`config.mk`:
```
export PLATFORM = sky130hd
export DESIGN_NAME = j_serial_adder
export DESIGN_NICKNAME = d
export VERILOG_FILES = /design/src/rtl/j_serial_adder_pkg.sv /design/src/rtl/j_digit_adder.sv /design/src/rtl/jfulladder.sv /design/src/rtl/j_serial_adder.sv
export SDC_FILE = /design/constraint.sdc
export NUM_CORES = 1
export LEC_CHECK = 0
export ABC_AREA = 1
export ABC_CLOCK_PERIOD_IN_PS = 2200
export BUFFER_PORTS_ARGS = -buffer_cell sky130_fd_sc_hd__buf_4
export CAP_MARGIN = 15
export CELL_PAD_IN_SITES_DETAIL_PLACEMENT = 0
export CELL_PAD_IN_SITES_GLOBAL_PLACEMENT = 2
export CORE_MARGIN = 4
export CORE_UTILIZATION = 35
export DETAILED_ROUTE_END_ITERATION = 6
export PLACE_DENSITY_LB_ADDON = 0.1
export SLEW_MARGIN = 20
export SYNTH_ARGS = -nofsm -noshare
export SYNTH_HDL_FRONTEND = slang
export SYNTH_SLANG_ARGS = --single-unit
```
`constraint.sdc`:
```
create_clock -name clk -period 2.2 [get_ports clk]
set_input_delay 0.55 -clock clk [delete_from_list [all_inputs] [get_ports clk]]
set_output_delay 0.55 -clock clk [all_outputs]
set_load 0.01 [all_outputs]
```
`src/rtl/j_serial_adder_pkg.sv`:
```
// Shared definitions for the serial adder slice.
// FSM state encodings and a counter-sizing helper.
package j_serial_adder_pkg;

    localparam logic [1:0] ST_IDLE = 2'd0;
    localparam logic [1:0] ST_RUN  = 2'd1;
    localparam logic [1:0] ST_DONE = 2'd2;

    // Ceiling log2, used to size the digit counter.
    function automatic int clog2(input int n);
        int r;
        int v;
        r = 0;
        v = 1;
        while (v < n) begin
            v = v << 1;
            r++;
        end
        return r;
    endfunction

endpackage

```
`src/rtl/j_digit_adder.sv`:
```
// DIGIT-bit ripple-carry adder built from jfulladder cells.
// Ports: a_d, b_d, cin -> s_d, cout, c_msb (carry into top bit).
module j_digit_adder #(
    parameter int DIGIT = 1
) (
    input  logic [DIGIT-1:0] a_d,
    input  logic [DIGIT-1:0] b_d,
    input  logic             cin,
    output logic [DIGIT-1:0] s_d,
    output logic             cout,
    output logic             c_msb
);

    logic [DIGIT:0] c;

    assign c[0] = cin;

    for (genvar i = 0; i < DIGIT; i++) begin : g_fa
        jfulladder u_fa (
            .a    (a_d[i]),
            .b    (b_d[i]),
            .cin  (c[i]),
            .s    (s_d[i]),
            .cout (c[i+1])
        );
    end

    assign cout  = c[DIGIT];
    assign c_msb = c[DIGIT-1];

endmodule

```
`src/rtl/jfulladder.sv`:
```
// Single-bit full adder, the ripple cell of the digit adder.
// Ports: a, b, cin -> s, cout.
module jfulladder (
    input  logic a,
    input  logic b,
    input  logic cin,
    output logic s,
    output logic cout
);

    assign s    = a ^ b ^ cin;
    assign cout = (a & b) | (cin & (a ^ b));

endmodule

```
`src/rtl/j_serial_adder.sv`:
```
// Multi-cycle adder/subtractor, DIGIT bits per clock, start/done handshake.
// Ports: clk, rst_n, start, a, b, carry_in, sub -> busy, done, sum, carry_out, overflow.
module j_serial_adder #(
    parameter int WIDTH = 8,
    parameter int DIGIT = 1
) (
    input  logic             clk,
    input  logic             rst_n,
    input  logic             start,
    input  logic [WIDTH-1:0] a,
    input  logic [WIDTH-1:0] b,
    input  logic             carry_in,
    input  logic             sub,
    output logic             busy,
    output logic             done,
    output logic [WIDTH-1:0] sum,
    output logic             carry_out,
    output logic             overflow
);

    import j_serial_adder_pkg::*;

    localparam int K  = WIDTH / DIGIT;
    localparam int CW = clog2(K) + 1;

    if (WIDTH < 2) begin : g_bad_width
        $error("j_serial_adder: WIDTH must be >= 2");
    end
    if (DIGIT < 1 || (WIDTH % DIGIT) != 0) begin : g_bad_digit
        $error("j_serial_adder: DIGIT must divide WIDTH");
    end

    logic [1:0]       state;
    logic [CW-1:0]    cnt;
    logic [WIDTH-1:0] a_sh;
    logic [WIDTH-1:0] b_sh;
    logic [WIDTH-1:0] acc;
    logic             c;

    logic [DIGIT-1:0] s_d;
    logic             d_cout;
    logic             d_cmsb;
    logic             accept;
    logic             last;
    logic [WIDTH-1:0] acc_nxt;

    j_digit_adder #(
        .DIGIT (DIGIT)
    ) u_digit (
        .a_d   (a_sh[DIGIT-1:0]),
        .b_d   (b_sh[DIGIT-1:0]),
        .cin   (c),
        .s_d   (s_d),
        .cout  (d_cout),
        .c_msb (d_cmsb)
    );

    // start is only honoured between operations.
    assign accept = start && (state == ST_IDLE || state == ST_DONE);
    assign last   = (cnt == CW'(K - 1));

    // New digit enters at the top; after K digits the word is aligned.
    assign acc_nxt = WIDTH'({s_d, acc} >> DIGIT);

    assign busy = (state == ST_RUN);
    assign done = (state == ST_DONE);

    always_ff @(posedge clk or negedge rst_n) begin
        if (!rst_n) begin
            state     <= ST_IDLE;
            cnt       <= '0;
            a_sh      <= '0;
            b_sh      <= '0;
            acc       <= '0;
            c         <= 1'b0;
            sum       <= '0;
            carry_out <= 1'b0;
            overflow  <= 1'b0;
        end else begin
            if (accept) begin
                state <= ST_RUN;
                cnt   <= '0;
                a_sh  <= a;
                // Subtraction as a + ~b + ~borrow.
                b_sh  <= sub ? ~b : b;
                c     <= sub ? ~carry_in : carry_in;
                acc   <= '0;
            end else begin
                case (state)
                    ST_RUN: begin
                        a_sh <= a_sh >> DIGIT;
                        b_sh <= b_sh >> DIGIT;
                        acc  <= acc_nxt;
                        c    <= d_cout;
                        cnt  <= cnt + 1'b1;
                        if (last) begin
                            state     <= ST_DONE;
                            sum       <= acc_nxt;
                            carry_out <= d_cout;
                            overflow  <= d_cmsb ^ d_cout;
                        end
                    end
                    ST_DONE: state <= ST_IDLE;
                    ST_IDLE: state <= ST_IDLE;
                    default: state <= ST_IDLE;
                endcase
            end
        end
    end

endmodule

```
==> results_dict.tcl <==
set metrics [dict create \
    yosys.area.top_type_share_pct 50.8 \
    place_congestion 0.712 \
    tightest_slew_ns 0.503 \
    critical_path_class "flip-flop to output port" \
    io_pins 33 \
    comb_power_share_pct 42.9 \
    ir_drop_mv 0.410 \
    ys.flop_type "dfrtp_1" \
    grt_use_total_pct 13.0 \
    clockPowerShare_pct 16.1 \
    skew_ns 0.00529 \
    synth.avg_cell_area_sq_um 8.32 \
    synthToLayoutAreaGrowth_pct 18.0 \
    row_count 27 \
    min_period_ns 1.93 \
    gr-total-overflow 0 \
    maxSlewViolCount 0 \
    die_area_sq_um 6900 \
    rsz0062_at_grt "false" \
    p_sw_w 0.00128 \
    finalSetupViolCount 0 \
    coreArea_sq_um 5470 \
    diodes 0 \
    path_clk_slew_ns 0.08 \
    grt_first_pass_wirelength_um 7310 \
    cp-start-kind "flip-flop" \
    hold_viol_final 0 \
    port_buffers 32 \
    slew-limit-headroom_pct 66.5 \
    drt_iter0_markers 50 \
    route.detailed.drc 0 \
    num_vias 1505 \
    max_cap_viol_count 0 \
    yosysTopAreaCell "dfrtp_1" \
    yosys_warnings 0 \
    r2r_slack_ns 0.68 \
    ctsResizeCount 0 \
    wl_per_cell_um 12.0 \
    endpoint_kind "output port" \
    initial_core_util_pct 36.0 \
    cpMaxStageDelayCell "dfrtp_1" \
    tns_ns 0 \
    grt_max_degree 41 \
    multiInputGateArea_sq_um 807 \
    p_seq_share_pct 41.0 \
    synthCells 237 \
    finalCritPeriodShare_pct 87.5 \
    mappedNetlistNets 260 \
    hold_path_class "primary input to async pin" \
    nets 291 \
    swShare_pct 40.8 \
    max_stage_delay_ns 0.64 \
    placedCellCount 333 \
    first_global_vias 1547 \
    cp_data_arrival_time_ns 1.38 \
    dp_hpwl_um 2780 \
    path_max_fanout 10 \
    crit_chain "inv_4, nor2_8, buf_4" \
    required_ns 1.65 \
    cts_sinks 40 \
    async_reset_ff_share_pct 100 \
    regArea_sq_um 1000 \
    ctsHoldBuffers 0 \
    drive_above_1_share_pct 21.6 \
    cts_buffers 5 \
    antenna_found_initial 0 \
    cts_tree "yes" \
    firstDrtPassIters 4 \
    fillers 611 \
    wl_um 4090 \
    clock_latency_ns 0.29 \
    syn_area_sq_um 1970 \
    htreeDepth 2 \
    synthTopCellsByCount "nand2_1, dfrtp_1, inv_1" \
    synth_enable_flop_cells 0 \
    viasPerCell 4.41 \
    post-synth-top-count-cell "nand2_1" \
    intPower_w 0.00185 \
    die_x_um 83.1 \
    p_leak_nw 1.26 \
    fp.dieH_um 83.1 \
    fmax_ghz 0.519 \
    cts-root-buf "clkbuf_8" \
    post_cts_buffers 0 \
    layout.cells.non_filler 341 \
    outcome "completed" \
    synth_seq_area_share_pct 50.8 \
    ant_nets 0 \
    p_per_area_nw_per_um2 1340 \
    ys_ff_latch 40 \
    synthDistinctLibCells 22 \
    cts.path.max_buffers 2 \
    synth_area_leaders "dfrtp_1, nand2_1, nand3_1" \
]
[critical path, delay by kind of cell, from the launching register on]
family | cells | cell delay (ns)
buffers and inverters | 2 | 0.25
flip-flops | 1 | 0.64
AND/OR/NAND/NOR | 1 | 0.18
[cell type report]
type	instances	share of cell area, %
Sequential cell	40	43.0
Multi-Input combinational cell	166	34.7
Timing Repair Buffer	32	10.3
Inverter	23	4.14
Tap cell	72	3.87
Clock buffer	6	3.55
Clock inverter	2	0.430
[per-layer routing]
metal	share of wire [%]	GRT usage, %
met2	43	21.1
met4	1.8	4.90
met3	4.5	3.57
met1	50	16.5
met5	0	0
[registers in the layout, summed over array words and instances, names as in the netlist]
name       cells
state          2
acc            7
a_sh           8
carry_out      1
overflow       1
cnt            4
sum            8
b_sh           8
c              1
[cells in the final DEF, fill, tap and decap left out, types with 2 or more instances in the layout]
cell	count
clkbuf_8	6
o22ai_1	7
nand2_4	4
inv_4	2
buf_4	32
clkinv_2	2
inv_1	20
nand2_1	110
o21ai_2	8
nor2_1	6
o21ai_0	4
nand3_1	19
dfrtp_1	40
[power by group through the flow]
stage | sequential, W | clock (W) | combinational [W]
final | 0.00128 | 0.000502 | 0.00134
after global routing | 0.00133 | 0.000561 | 0.00155
after CTS | 0.00129 | 0.000522 | 0.00137
after detailed placement | 0.00130 | 0 | 0.00136
after global placement | 0.00129 | 0 | 0.00135
after floorplan | 0.00127 | 0 | 0.00103
[final timing paths]
path | depth (start not counted) | from | end
min in group clk | 3 | a[7] | a_sh[7]
setup / recovery | 3 | state[0] | busy
hold reg to reg | 2 | a_sh[7] | a_sh[7]
setup reg to reg | 6 | state[0] | cnt[2]
max in group asynchronous | 1 | rst_n | sum[3]
hold / removal | 1 | rst_n | b_sh[1]
[cell families after synthesis]
group	Yosys count	synth area share [%]
buffers and inverters	31	8.31
XOR/XNOR	2	0.888
AND/OR/NAND/NOR	142	31.2
AO/OA/AOI/OAI	20	7.23
flip-flops	40	50.8
adder cells (fa/ha/maj)	2	1.65
[through the flow]
step	setup WS, ns	instance area [sq um]	util, %	total power, W	hold slack [ns]
after global routing	0.162	2330	42.5	0.00344	0.268
after CTS	0.271	2330	42.5	0.00318	0.245
after global placement	0.611	2230	40.8	0.00264	0.457
after detailed placement	0.600	2230	40.8	0.00266	0.461
after floorplan	0.924	1970	-	0.00230	0.254
final	0.275	2330	42.5	0.00312	0.227
Power figures use the tool's default switching activity.
